`config.mk`:
```
export PLATFORM = sky130hd
export DESIGN_NAME = tier_cascade_counter
export DESIGN_NICKNAME = d
export VERILOG_FILES = /design/src/rtl/tier_cascade_counter.sv
export SDC_FILE = /design/constraint.sdc
export NUM_CORES = 1
export LEC_CHECK = 0
export BUFFER_PORTS_ARGS = -buffer_cell sky130_fd_sc_hd__buf_2
export CAP_MARGIN = 20
export CELL_PAD_IN_SITES_DETAIL_PLACEMENT = 0
export CELL_PAD_IN_SITES_GLOBAL_PLACEMENT = 1
export CORE_UTILIZATION = 27
export CTS_CLUSTER_DIAMETER = 30
export DETAILED_ROUTE_END_ITERATION = 12
export GPL_TIMING_DRIVEN = 1
export HOLD_SLACK_MARGIN = 0.08
export PLACE_DENSITY_LB_ADDON = 0.1
export SLEW_MARGIN = 20
export SYNTH_ARGS = -nofsm -noshare
export SYNTH_HDL_FRONTEND = slang
export SYNTH_SLANG_ARGS = --single-unit
```
`constraint.sdc`:
```
create_clock -name clk1 -period 1.93 [get_ports clk1]
set_clock_uncertainty 0.15 [all_clocks]
set_input_delay 0.193 -clock clk1 [delete_from_list [all_inputs] [get_ports clk1]]
set_output_delay 0.193 -clock clk1 [all_outputs]
set_load 0.02 [all_outputs]
```
`src/rtl/tier_cascade_counter.sv`:
```
// Multi-channel up/down counter bank with optional carry cascade between channels.
// Optional build macro TIER_CO_REG_EN registers the co outputs by one clk1 cycle.

module tcc_lane #(
    parameter int WIDTH = 4
) (
    input  logic             clk1,
    input  logic             rst,
    input  logic             step,
    input  logic             up_dn,
    input  logic             clr,
    input  logic             load,
    input  logic [WIDTH-1:0] load_val,
    output logic [WIDTH-1:0] count,
    output logic             term
);
    localparam logic [WIDTH-1:0] ONE = 1;

    always_ff @(posedge clk1) begin
        if (rst)
            count <= '0;
        else if (clr)
            count <= '0;
        else if (load)
            count <= load_val;
        else if (step)
            count <= up_dn ? count + ONE : count - ONE;
    end

    // Terminal follows the live direction, so an up_dn change affects this cycle.
    assign term = up_dn ? (&count) : ~(|count);
endmodule

module tier_cascade_counter #(
    parameter int WIDTH   = 4,
    parameter int NCH     = 2,
    parameter int CASCADE = 0
) (
    input  logic                 clk1,
    input  logic                 rst,
    input  logic [NCH-1:0]       en,
    input  logic [NCH-1:0]       up_dn,
    input  logic [NCH-1:0]       clr,
    input  logic [NCH-1:0]       load,
    input  logic [NCH*WIDTH-1:0] load_val,
    input  logic                 inhibit,
    output logic [NCH*WIDTH-1:0] count,
    output logic [NCH-1:0]       co,
    output logic                 all_term
);
    logic [NCH-1:0] term;
    logic [NCH-1:0] step;
    logic [NCH-1:0] co_int;
    logic           carry;

    // Carry ripples combinationally so a cascaded chain advances in one edge.
    always_comb begin
        step   = '0;
        co_int = '0;
        carry  = 1'b1;
        for (int k = 0; k < NCH; k++) begin
            step[k]   = en[k] & ((CASCADE != 0) ? carry : 1'b1);
            co_int[k] = step[k] & term[k];
            carry     = co_int[k];
        end
    end

    for (genvar k = 0; k < NCH; k++) begin : g_lane
        tcc_lane #(.WIDTH(WIDTH)) u_lane (
            .clk1     (clk1),
            .rst      (rst),
            .step     (step[k]),
            .up_dn    (up_dn[k]),
            .clr      (clr[k]),
            .load     (load[k]),
            .load_val (load_val[k*WIDTH +: WIDTH]),
            .count    (count[k*WIDTH +: WIDTH]),
            .term     (term[k])
        );
    end

    assign all_term = ~inhibit & (&term);

`ifdef TIER_CO_REG_EN
    logic [NCH-1:0] co_q;

    always_ff @(posedge clk1) begin
        if (rst)
            co_q <= '0;
        else
            co_q <= co_int;
    end

    assign co = co_q;
`else
    assign co = co_int;
`endif
endmodule

```
# After elaboration in Yosys (flattened, before gate mapping)
# Index checks and enable logic that the tools add are counted.
# totals
wordCells,29
in_bits,19
out_inout_bits,11
register_bits,8
# classes
n_bitwise,6
muxes,8
n_reduce_logical,9
add_sub_neg,4
# ops
operator,count
$mux 4,6
$add 4x1->4 const B,2
$reduce_and 4->1,2
$reduce_or 4->1,2
$sub 4x1->4 const B,2
$reduce_bool 2->1,2
$reduce_or 2->1,2
$and 1x1->1,3
$not 1->1,3
$mux 1,2
$reduce_and 2->1,1

# Longest topological paths before layout
# Gate-level depths: netlist of run 1.
# logic_depth
word_depth,5
mapped_depth,5
ltp_nobuf,5

# Modules after synthesis
# Synthesis of run 1 repeated with hierarchy kept, for this count alone.
# unflattened
cells_unflattened,74
area_unflattened_um2,679.4
# modules_own_cells
mod,n_inst,cells_each,area_each_um2,seq_area_each_um2
tcc_lane,2,35,325.3,80.1
tier_cascade_counter,1,4,28.8,0.0

# Worst setup path after synthesis of run 1
# OpenSTA, ideal clock, no wires.
# synth_path
kind,register to register
startpoint,register g_lane[1].u_lane.count[0]
endpoint,register g_lane[1].u_lane.count[2]
setup_time_ns,0.086
path_buffers,0
path_slack_ns,0.219
synth_period_minus_slack_ns,1.711
arrival_ns,1.475
stages_incl_launch_ff,5
t_required_ns,1.694
cell_sequence,dfxtp_1 -> fa_1 -> xnor2_1 -> a211o_2 -> a211oi_1
# synth_between
elab_chain_len,4
elab_cells_between_ends,5
classes_between,2 x add/sub; 3 x mux
# synth_rtl
item,line,source
start: declaration,14,"output logic [WIDTH-1:0] count,"
start signal: assignment,25,count <= load_val;
start signal: assignment,27,count <= up_dn ? count + ONE : count - ONE;
$sub 4x1->4 or $add 4x1->4 (tied branches),27,
$mux 4 (*),27,
$mux 4 (*),26,else if (step)
$mux 4 (*),24,else if (load)
# Every way passes the cells marked *; elsewhere a longest branch is shown, timed or not. The select of a mux whose other input is x is not followed.
# A chain may end at the register's enable or synchronous reset.

# Final worst setup path of run 1
# layout_path
startpoint,register g_lane[1].u_lane.count[0]
endpoint,output port all_term
# layout_between
elab_chain_len,5
elab_cells_between_ends,6
classes_between,1 x mux; 2 x bitwise; 3 x reduce/logical
# layout_rtl
item,line,source
$reduce_or 4->1,31,assign term = up_dn ? (&count) : ~(|count);
$not 1->1,31,
$mux 1 (*),31,
$reduce_and 2->1 (*),82,assign all_term = ~inhibit & (&term);
$and 1x1->1 (*),82,
end: declaration,49,output logic all_term
# Every way passes the cells marked *; elsewhere a longest branch is shown, timed or not.

==> flow_summary_export.csv, run 1 <==
group,metric,value,unit
worst_setup_path,slowest_delay,0.33,ns
yosys,synth_area,681,sq um
route,dr_total_vias,668,
grt,antenna_found_initial,0,
cts,clk_pin_slew,0.05,ns
yosys,ys_seq_area_share,23.5,%
route,first_iter_violations,5,
finish,top_register,"g_lane.u_lane.count",
finish,syn_to_final_growth,36.0,%
floorplan,core-area,2300,sq um
grt,grt_pass1_wl,2610,microns
power,internal_power,0.319,mW
sta,post-route-period-util,95.3,%
grt,grt_pass1_vias,549,
finish,drive_gt1_share,35.5,%
yosys,syn_nets,100,
floorplan,start_util,29.6,%
power,clkPwrFrac,27.4,%
placed_design,placedInstanceArea,843,sq um
worst_setup_path,slowest_stage,"dfxtp_1",
floorplan,fp.dieH,52.2,microns
power,total_power,0.462,mW
route,wl_per_cell,12.2,microns
cts,clk_latency,0.25,ns
power,vdd.ir_drop.worst,0.000317,V
placed_design,place.port_buffers,29,
finish,largest_reg_flops,8,
power,power_frac_comb,32.5,%
cts,numClockSinks,8,
cts,tritoncts,"done",
finish,top_regs,"g_lane.u_lane.count: 8 flops",
yosys,yosys_warnings,0,
sta,period_minus_slack,1.84,ns
cts,clock_path_buffers,2,
finish,n_antenna_cell,0,
placed_design,dp_cells,129,
finish,nNetsFinal,137,
floorplan,ios,30,
floorplan,dieArea,2730,sq um
power,p_per_area,499,nW/um^2
yosys,syn_avg_cell_area,9.08,sq um
sta,report.final.setup_viol,0,
sta,maxSlewHeadroom,74.1,%
power,seqPwrFrac,40.1,%
grt,grt_overflow,0,
min_path,whs_path_depth,3,
finish,fillCellCount,238,
sta,rsz0062_at_grt,"no",
placed_design,gp_congestion,0.777,
worst_setup_path,cp_cell_sequence,"buf_4 -> nor4_1 -> mux2i_1 -> nor3_1 -> buf_2",
route,viasPerCell,4.84,
power,swShare,31.0,%
cts,cts_root_buf,"clkbuf_4",
route,wl,1680,microns
floorplan,die_w,52.2,microns
grt,grt_max_degree,9,
sta,hold_viol,0,
floorplan,row_count,17,
cts,cts-htree-levels,1,
cts,cts_resized,0,
route,dr.pass1.iters,3,
worst_setup_path,r2r-end,"g_lane[1].u_lane.count[2]$_SDFFE_PP0P_",
min_path,hp-start,"load_val[5]",
sta,tns,0,ns
min_path,hold_path_end,"g_lane[1].u_lane.count[1]$_SDFFE_PP0P_",
worst_setup_path,critical_path_arrival,1.50,ns
worst_setup_path,worst_setup_path_end_kind,"primary output",
sta,fmax,544,MHz
sta,finalMaxSlewViolations,0,
route,drcViolationCount,0,
worst_setup_path,worst-path-max-fanout,5,
grt,grt_usage,13.5,%
yosys,syn_inst,75,
power,power.static_leakage,0.444,nW
min_path,worstHoldPathType,"input port to flip-flop",
sta,tightestPinTransition,0.378,ns
worst_setup_path,r2r_start,"g_lane[1].u_lane.count[1]$_SDFFE_PP0P_",
sta,hold_slack,0.103,ns
worst_setup_path,rr_worst_depth,4,
worst_setup_path,worstPathRequired,1.59,ns
power,power_switching,0.143,mW
finish,finalInstanceArea,926,sq um
placed_design,dp_hpwl,1280,microns
yosys,ys_ff_latch,8,
cts,cts_buffers,3,
status,status,"finished, final reports clean",
yosys,ys_types,34,
route,ant_nets,0,
worst_setup_path,ff2ff_setup_slack,0.28,ns
worst_setup_path,critical_path_class,"flip-flop to primary output",
worst_setup_path,startpoint_type,"flip-flop",
finish,fin_cells,138,
run,maxCapViolations,0,
[synth_stat cells]
| master | n | area, sq um |
|---|---|---|
| buf_4 | 1 | 7.51 |
| a21oi_1 | 4 | 20.0 |
| or2_2 | 1 | 6.26 |
| nor2b_1 | 2 | 12.5 |
| fa_1 | 2 | 40.0 |
| xor2_1 | 2 | 17.5 |
| nand2_1 | 4 | 15.0 |
| nor2_1 | 4 | 15.0 |
| nor3_1 | 3 | 15.0 |
| nand3_1 | 2 | 10.0 |
| or4b_1 | 1 | 10.0 |
| or3b_2 | 1 | 8.76 |
| mux2i_1 | 6 | 60.1 |
| nand4_1 | 1 | 6.26 |
| xnor2_1 | 4 | 35.0 |
| and4_1 | 3 | 26.3 |
| mux2_2 | 2 | 22.5 |
| or3_1 | 1 | 6.26 |
| a2111oi_0 | 1 | 8.76 |
| inv_1 | 2 | 7.51 |
| a211o_2 | 1 | 10.0 |
| a211oi_1 | 2 | 15.0 |
| nor4b_1 | 2 | 17.5 |
| nor4_1 | 2 | 12.5 |
| nand2b_1 | 1 | 6.26 |
| a211o_1 | 2 | 17.5 |
| clkbuf_1 | 1 | 3.75 |
| or3b_1 | 1 | 8.76 |
| clkbuf_2 | 1 | 5.00 |
| nand3b_1 | 1 | 7.51 |
| buf_2 | 1 | 5.00 |
| dfxtp_1 | 8 | 160 |
| ha_1 | 4 | 50.1 |
| buf_6 | 1 | 11.3 |
[routing by layer]
metal  GRT usage, %  wire length [microns]  up-vias
met2           14.5                    662       15
li1               -                      -      354
met3           2.61                     72        2
met1           22.5                    932      297
met4           7.89                     16        0
met5              0                      0        -
[power by group through the flow]
stage	logic (mW)	registers (mW)	clock network [mW]
floorplan	0.0845	0.198	0
global placement	0.140	0.189	0
detailed placement	0.141	0.189	0
CTS	0.151	0.185	0.130
global route	0.167	0.186	0.142
finish	0.150	0.185	0.127
[how the worst max path moves through the flow]
stage,from,endpoint
CTS,g_lane[1].u_lane.count[0]$_SDFFE_PP0P_,all_term
global placement,up_dn[1],g_lane[1].u_lane.count[2]$_SDFFE_PP0P_
finish,g_lane[1].u_lane.count[0]$_SDFFE_PP0P_,all_term
global route,g_lane[1].u_lane.count[0]$_SDFFE_PP0P_,all_term
floorplan,g_lane[1].u_lane.count[0]$_SDFFE_PP0P_,g_lane[1].u_lane.count[2]$_SDFFE_PP0P_
detailed placement,up_dn[1],g_lane[1].u_lane.count[2]$_SDFFE_PP0P_
[cell families (layout without fill, tap and decap cells)]
logic type | after synthesis | count (layout) | synth area share (%)
compound gates | 10 | 10 | 10.5
xor+xnor | 6 | 6 | 7.72
fa+ha+maj | 6 | 6 | 13.2
buf+inv | 7 | 42 | 5.88
flops | 8 | 8 | 23.5
mux | 8 | 8 | 12.1
simple gates | 30 | 30 | 27.0
[cells in the final DEF, fill, tap and decap left out, types with 3 or more instances in the layout]
cell,Yosys,final
nand2_1,4,4
dlygate4sd3_1,0,6
a21oi_1,4,4
nor2_1,4,4
xnor2_1,4,4
nor3_1,3,3
clkbuf_4,0,3
mux2i_1,6,6
and4_1,3,3
dfxtp_1,8,8
ha_1,4,4
buf_2,1,29
[layout make-up]
type / count / area (sq um) / area share [%]
inverters: 2 / 7.51 / 0.811
repair buffers: 37 / 220 / 23.8
clock buffers: 3 / 22.5 / 2.43
flip-flops and latches: 8 / 160 / 17.3
multi-input cells: 60 / 480 / 51.9
well taps: 28 / 35.0 / 3.78
[worst max-delay path, delay by kind of cell (launching register included)]
| family | cells | cell delay [ns] |
|---|---|---|
| DFF | 1 | 0.33 |
| buffers and inverters | 2 | 0.34 |
| muxes | 1 | 0.14 |
| and+or+nand+nor | 2 | 0.44 |
[per-stage QoR]
step,setup slack (ns),util [%]
floorplan,0.219,-
finish,0.0908,40.3
detailed placement,0.198,36.7
global route,0.0184,40.3
global placement,0.208,36.7
CTS,0.0801,40.3
[what timing repair did]
| action | CTS | global route |
|---|---|---|
| buffers inserted | 0 | 0 |
| endpoints found under the hold margin | 6 | 0 |
| hold buffers | 6 | 0 |
Note: power is estimated with default switching activity, not from simulation.
==> inputs of run 2 (changes only) <==
--- a/config.mk
+++ b/config.mk
@@ -9,8 +9,8 @@
 export CAP_MARGIN = 20
 export CELL_PAD_IN_SITES_DETAIL_PLACEMENT = 0
 export CELL_PAD_IN_SITES_GLOBAL_PLACEMENT = 1
+export CORE_MARGIN = 8
 export CORE_UTILIZATION = 27
-export CTS_CLUSTER_DIAMETER = 30
 export DETAILED_ROUTE_END_ITERATION = 12
 export GPL_TIMING_DRIVEN = 1
 export HOLD_SLACK_MARGIN = 0.08
==> run 2 against run 1 <==
Total power is 0.49% higher. Sequential power hardly changed. Cell count unchanged. Wire length grew 11%. Die area is 61% higher. Critical path depth decreased by 1. Register-to-register slack lost 0.05 ns. Setup slack improved by 0.061 ns. Clock power about the same. Non-clock buffer count is 2 lower. Utilization down 2.5 points. Sequential share of layout area rose by 0.12 points. Critical endpoint unchanged.
==> flow_summary_export.csv, run 2 (synthesis results as in run 1) <==
group,metric,value,unit
worst_setup_path,critical_path_arrival,1.44,ns
power,seqPwrFrac,40.5,%
sta,tightestPinTransition,0.331,ns
finish,syn_to_final_growth,35.1,%
cts,cts_setup_buffers,0,
worst_setup_path,critical_path_class,"flip-flop to primary output",
sta,tns,0,ns
power,power_frac_comb,31.7,%
grt,grt_pass1_vias,692,
finish,fin_util,37.8,%
cts,numClockSinks,8,
worst_setup_path,cp_cell_sequence,"nor4_2 -> mux2i_1 -> nor3_1 -> buf_2",
power,power_switching,0.147,mW
floorplan,ios,30,
worst_setup_path,rr_worst_depth,4,
worst_setup_path,r2r_start,"g_lane[1].u_lane.count[0]$_SDFFE_PP0P_",
floorplan,dieArea,4380,sq um
finish,nNetsFinal,135,
sta,rsz0062_at_grt,"no",
finish,multi_input_comb_area,487,sq um
grt,antenna_found_initial,0,
power,clkPwrFrac,27.8,%
power,total_power,0.464,mW
cts,clock_path_buffers,2,
finish,fillCellCount,279,
power,swShare,31.6,%
sta,maxSlewHeadroom,77.4,%
placed_design,gp_congestion,0.672,
worst_setup_path,worst-path-max-fanout,6,
route,viasPerCell,4.78,
route,ant_nets,0,
worst_setup_path,r2r-end,"g_lane[1].u_lane.count[2]$_SDFFE_PP0P_",
power,p_per_area,505,nW/um^2
cts,clk_pin_slew,0.05,ns
sta,hold_viol,0,
worst_setup_path,worst-path-buf-inv,1,
floorplan,fp.dieH,66.2,microns
sta,post-route-period-util,92.2,%
finish,top_regs,"g_lane.u_lane.count: 8 flops",
power,power.static_leakage,0.434,nW
worst_setup_path,path_delay_family,"simple AND/OR/NAND/NOR gates",
route,wl_per_cell,13.6,microns
route,drcViolationCount,0,
placed_design,place.port_buffers,29,
floorplan,start_util,28.0,%
grt,grt_pass1_wl,3250,microns
floorplan,row_count,18,
worst_setup_path,slowest_delay,0.39,ns
power,internal_power,0.318,mW
cts,tritoncts,"done",
worst_setup_path,worst_setup_path_end_kind,"primary output",
worst_setup_path,ff2ff_setup_slack,0.23,ns
placed_design,dp_hpwl,1500,microns
finish,layout_common_cells,"buf_2, dfxtp_1, mux2i_1, dlygate4sd3_1",
worst_setup_path,worstPathRequired,1.59,ns
sta,hold_slack,0.0941,ns
power,vdd.ir_drop.worst,0.000248,V
sta,finalMaxSlewViolations,0,
sta,fmax,562,MHz
min_path,hp-start,"load_val[4]",
route,dr_total_vias,659,
route,wl,1870,microns
min_path,worstHoldPathType,"input port to flip-flop",
finish,regArea,160,sq um
worst_setup_path,slowest_stage,"dfxtp_1",
grt,grt_overflow,0,
grt,grt_max_degree,9,
cts,cts-htree-levels,1,
worst_setup_path,startpoint_type,"flip-flop",
grt,grt_usage,9.17,%
status,status,"finished, final reports clean",
finish,drive_gt1_share,35.2,%
min_path,hold_path_end,"g_lane[1].u_lane.count[0]$_SDFFE_PP0P_",
route,dr.pass1.iters,3,
cts,clk_latency,0.24,ns
floorplan,die_w,66.2,microns
min_path,whs_path_depth,3,
floorplan,core-area,2430,sq um
finish,largest_reg_flops,8,
cts,cts_root_buf,"clkbuf_4",
finish,n_antenna_cell,0,
route,first_iter_violations,33,
finish,top_register,"g_lane.u_lane.count",
sta,report.final.setup_viol,0,
cts,cts_buffers,3,
finish,final_common_cell,"buf_2",
sta,period_minus_slack,1.78,ns
run,maxCapViolations,0,
==> run 2: cell types whose count changed in the layout (fill, tap and decap cells not counted) <==
cell	previous run	this run
buf_4	2	0
nor4_2	0	1
nor4_1	2	1
==> run 2: routing by layer <==
metal	vias up	track usage [%]	wire (microns)
met5	-	0	0
met4	0	2.40	8
met3	2	2.88	116
met2	18	12.5	757
met1	292	13.3	991
li1	347	-	-
==> run 2: area by class of cell <==
| class | instances | area share, % |
|---|---|---|
| clock buffer | 3 | 2.45 |
| inverter | 2 | 0.816 |
| multi-input combinational | 60 | 52.9 |
| sequential | 8 | 17.4 |
| tap | 30 | 4.08 |
| timing repair buffer | 35 | 22.3 |
==> run 2: through the flow <==
step / cells / setup WS [ns] / cell area, sq um
after floorplan: 75 / 0.219 / 681
after global placement: 129 / 0.220 / 831
after detailed placement: 129 / 0.197 / 831
after CTS: 138 / 0.0959 / 913
after global routing: 138 / 0.0124 / 920
final: 138 / 0.151 / 920
==> run 2: worst max path at each step <==
stage | startpoint | endpoint | slack [ns] | depth (start not counted)
detailed placement | up_dn[1] | g_lane[1].u_lane.count[2]$_SDFFE_PP0P_ | 0.20 | 6
finish | g_lane[1].u_lane.count[0]$_SDFFE_PP0P_ | all_term | 0.15 | 4
floorplan | g_lane[1].u_lane.count[0]$_SDFFE_PP0P_ | g_lane[1].u_lane.count[2]$_SDFFE_PP0P_ | 0.22 | 4
CTS | g_lane[1].u_lane.count[0]$_SDFFE_PP0P_ | all_term | 0.1 | 4
global placement | up_dn[1] | g_lane[1].u_lane.count[2]$_SDFFE_PP0P_ | 0.22 | 6
global route | g_lane[1].u_lane.count[0]$_SDFFE_PP0P_ | all_term | 0.01 | 4
==> run 2: worst register-to-register path, stage by stage, from the launching register on <==
cell	delay [ns]
dfxtp_1	0.39
fa_1	0.43
xnor2_1	0.14
a211o_2	0.32
a211oi_1	0.20
==> run 2: power by group through the flow <==
stage / combinational (mW) / clock (mW) / sequential, mW
finish: 0.147 / 0.129 / 0.188
global route: 0.165 / 0.147 / 0.190
CTS: 0.148 / 0.136 / 0.188
detailed placement: 0.138 / 0 / 0.191
global placement: 0.136 / 0 / 0.191
floorplan: 0.0845 / 0 / 0.198
==> run 2: what timing repair did <==
action	4_1_cts	5_1_grt
hold endpoints to repair	6	0
hold buffers	6	0
resized for setup	0	1
endpoints found under the setup margin	0	1
==> inputs of run 3 (changes only) <==
--- a/config.mk
+++ b/config.mk
@@ -5,6 +5,7 @@
 export SDC_FILE = /design/constraint.sdc
 export NUM_CORES = 1
 export LEC_CHECK = 0
+export ABC_AREA = 1
 export BUFFER_PORTS_ARGS = -buffer_cell sky130_fd_sc_hd__buf_2
 export CAP_MARGIN = 20
 export CELL_PAD_IN_SITES_DETAIL_PLACEMENT = 0
==> run 3 against run 2 <==
Clock power about the same. Critical endpoint unchanged. Critical path type unchanged. Wire length fell by 5.6%. Critical path depth rose by 1. Global-route usage down 0.059 points. Flip-flop and latch count unchanged. Cell count increased by 22%.
==> flow_summary_export.csv, run 3 <==
group,metric,value,unit
route,viasPerCell,4.37,
finish,nNetsFinal,166,
finish,top_register,"g_lane.u_lane.count",
power,power_frac_comb,30.9,%
yosys,ys_types,19,
cts,clock_path_buffers,2,
placed_design,dp_hpwl,1470,microns
floorplan,die_w,65.2,microns
power,total_power,0.454,mW
cts,cts_resized,0,
route,wl,1770,microns
yosys,syn_avg_cell_area,6.48,sq um
power,p_per_area,492,nW/um^2
grt,grt_max_degree,8,
sta,finalMaxSlewViolations,0,
sta,period_minus_slack,1.69,ns
cts,clk_latency,0.25,ns
sta,hold_slack,0.0842,ns
finish,fin_util,38.6,%
route,dr.pass1.iters,4,
run,maxCapViolations,0,
power,internal_power,0.308,mW
grt,grt_usage,9.11,%
sta,report.final.setup_viol,0,
yosys,syn_inst,101,
worst_setup_path,critical_path_arrival,1.35,ns
cts,cts_buffers,3,
cts,numClockSinks,8,
worst_setup_path,critical_path_class,"flip-flop to primary output",
sta,tightestPinTransition,0.281,ns
sta,fmax,592,MHz
yosys,synth_area_leader_cell,"dfxtp_1",
sta,rsz0062_at_grt,"no",
power,seqPwrFrac,41.0,%
yosys,synth.top_cell.area_share,24.5,%
sta,post-route-period-util,87.5,%
finish,n_antenna_cell,0,
yosys,ys_seq_area_share,24.5,%
yosys,synth_edf_count,0,
cts,cts-htree-levels,1,
cts,cts_setup_buffers,0,
yosys,ys_ff_latch,8,
cts,hold_buffers,7,
yosys,synth_most_common_cell,"nand2_1",
cts,clk_pin_slew,0.06,ns
sta,hold_viol,0,
route,dr_total_vias,739,
placed_design,place.port_buffers,29,
finish,top_regs,"g_lane.u_lane.count: 8 flops",
placed_design,gp_congestion,0.750,
sta,tns,0,ns
power,power.static_leakage,0.513,nW
worst_setup_path,worstPathRequired,1.59,ns
grt,grt_pass1_vias,746,
grt,grt_overflow,0,
yosys,synth_area,654,sq um
min_path,worstHoldPathType,"input port to flip-flop",
yosys,synthTopCellsByCount,"nand2_1, inv_1, nor2_1, dfxtp_1, nand3_1",
yosys,synthTopCellsByArea,"dfxtp_1, nand2_1, inv_1",
grt,antenna_found_initial,0,
floorplan,row_count,18,
worst_setup_path,worst_setup_path_end_kind,"primary output",
grt,grt_pass1_wl,3190,microns
finish,largest_reg_flops,8,
power,power_switching,0.146,mW
power,swShare,32.1,%
power,vdd.ir_drop.worst,0.000306,V
route,first_iter_violations,27,
yosys,syn_nets,126,
finish,layout_common_cells,"nand2_1, buf_2, inv_1",
floorplan,dieArea,4250,sq um
sta,maxSlewHeadroom,81.3,%
yosys,synth_ff_type,"dfxtp_1",
worst_setup_path,worst-path-max-fanout,7,
floorplan,fp.dieH,65.2,microns
yosys,synthArstFlopShare,0,%
power,clkPwrFrac,28.1,%
worst_setup_path,startpoint_type,"flip-flop",
status,status,"finished, final reports clean",
cts,tritoncts,"done",
route,wl_per_cell,10.5,microns
finish,syn_to_final_growth,40.9,%
floorplan,start_util,27.4,%
yosys,yosys_warnings,0,
route,drcViolationCount,0,
finish,drive_gt1_share,25.9,%
floorplan,core-area,2390,sq um
route,ant_nets,0,
cts,cts_root_buf,"clkbuf_4",
floorplan,ios,30,
## run 3: cell count changes after synthesis, sizes merged, moves of 3 or more
cell	before	now
mux2i	6	0
nand3	2	8
a21oi	4	7
nand2	4	29
nor2	4	14
and4	3	0
inv	2	14
xnor2	4	0
a211o	3	0
## run 3: kinds of logic after synthesis
group	after synthesis	synth area share, %
buf+inv	15	9.18
fa+ha+maj	6	13.8
compound gates	13	12.2
simple gates	57	37.7
xor+xnor	2	2.68
flops	8	24.5
## run 3: worst paths after layout
path / from / to / cells after the start / slack (ns)
setup reg to reg: g_lane[0].u_lane.count[2]$_SDFFE_PP0P_ / g_lane[0].u_lane.count[3]$_SDFFE_PP0P_ / 6 / 0.49
hold / removal: load_val[5] / g_lane[1].u_lane.count[1]$_SDFFE_PP0P_ / 5 / 0.08
setup / recovery: g_lane[0].u_lane.count[0]$_SDFFE_PP0P_ / all_term / 5 / 0.24
hold reg to reg: g_lane[1].u_lane.count[2]$_SDFFE_PP0P_ / g_lane[1].u_lane.count[2]$_SDFFE_PP0P_ / 2 / 0.39
## run 3: power by group through the flow
| stage | clock [mW] | sequential, mW | combinational, mW |
|---|---|---|---|
| 2_1_floorplan | 0 | 0.196 | 0.0753 |
| 3_3_place_gp | 0 | 0.190 | 0.131 |
| 3_5_place_dp | 0 | 0.190 | 0.130 |
| 4_1_cts | 0.135 | 0.186 | 0.142 |
| 5_1_grt | 0.145 | 0.189 | 0.161 |
| 6_report | 0.128 | 0.186 | 0.140 |
## run 3: final cells by class
cell class              count  area [sq um]
flip-flops and latches      8           160
repair buffers             36           215
multi-input cells          78           434
well taps                  30          37.5
clock buffers               3          22.5
fillers                   293          1470
inverters                  14          52.6
## run 3: metrics by stage
| stage | setup slack, ns | area (sq um) | std cells |
|---|---|---|---|
| final | 0.242 | 922 | 169 |
| after global routing | 0.0291 | 922 | 169 |
| after CTS | 0.200 | 922 | 169 |
| after detailed placement | 0.452 | 830 | 159 |
| after global placement | 0.454 | 830 | 159 |
| after floorplan | 0.449 | 654 | 101 |
## run 3: critical path, stage by stage, from the launching register on
cell	delay (ns)
dfxtp_1	0.47
nand3_1	0.11
nor2_1	0.10
a21oi_1	0.08
nor3b_2	0.17
buf_2	0.18
## run 3: layer usage
layer	global-route usage, %	share of wire, %	vias up
met4	3.27	0.62	0
met2	14.9	48	14
met1	11.3	47	320
met3	2.21	4.6	2
met5	0	0	-
li1	-	-	403
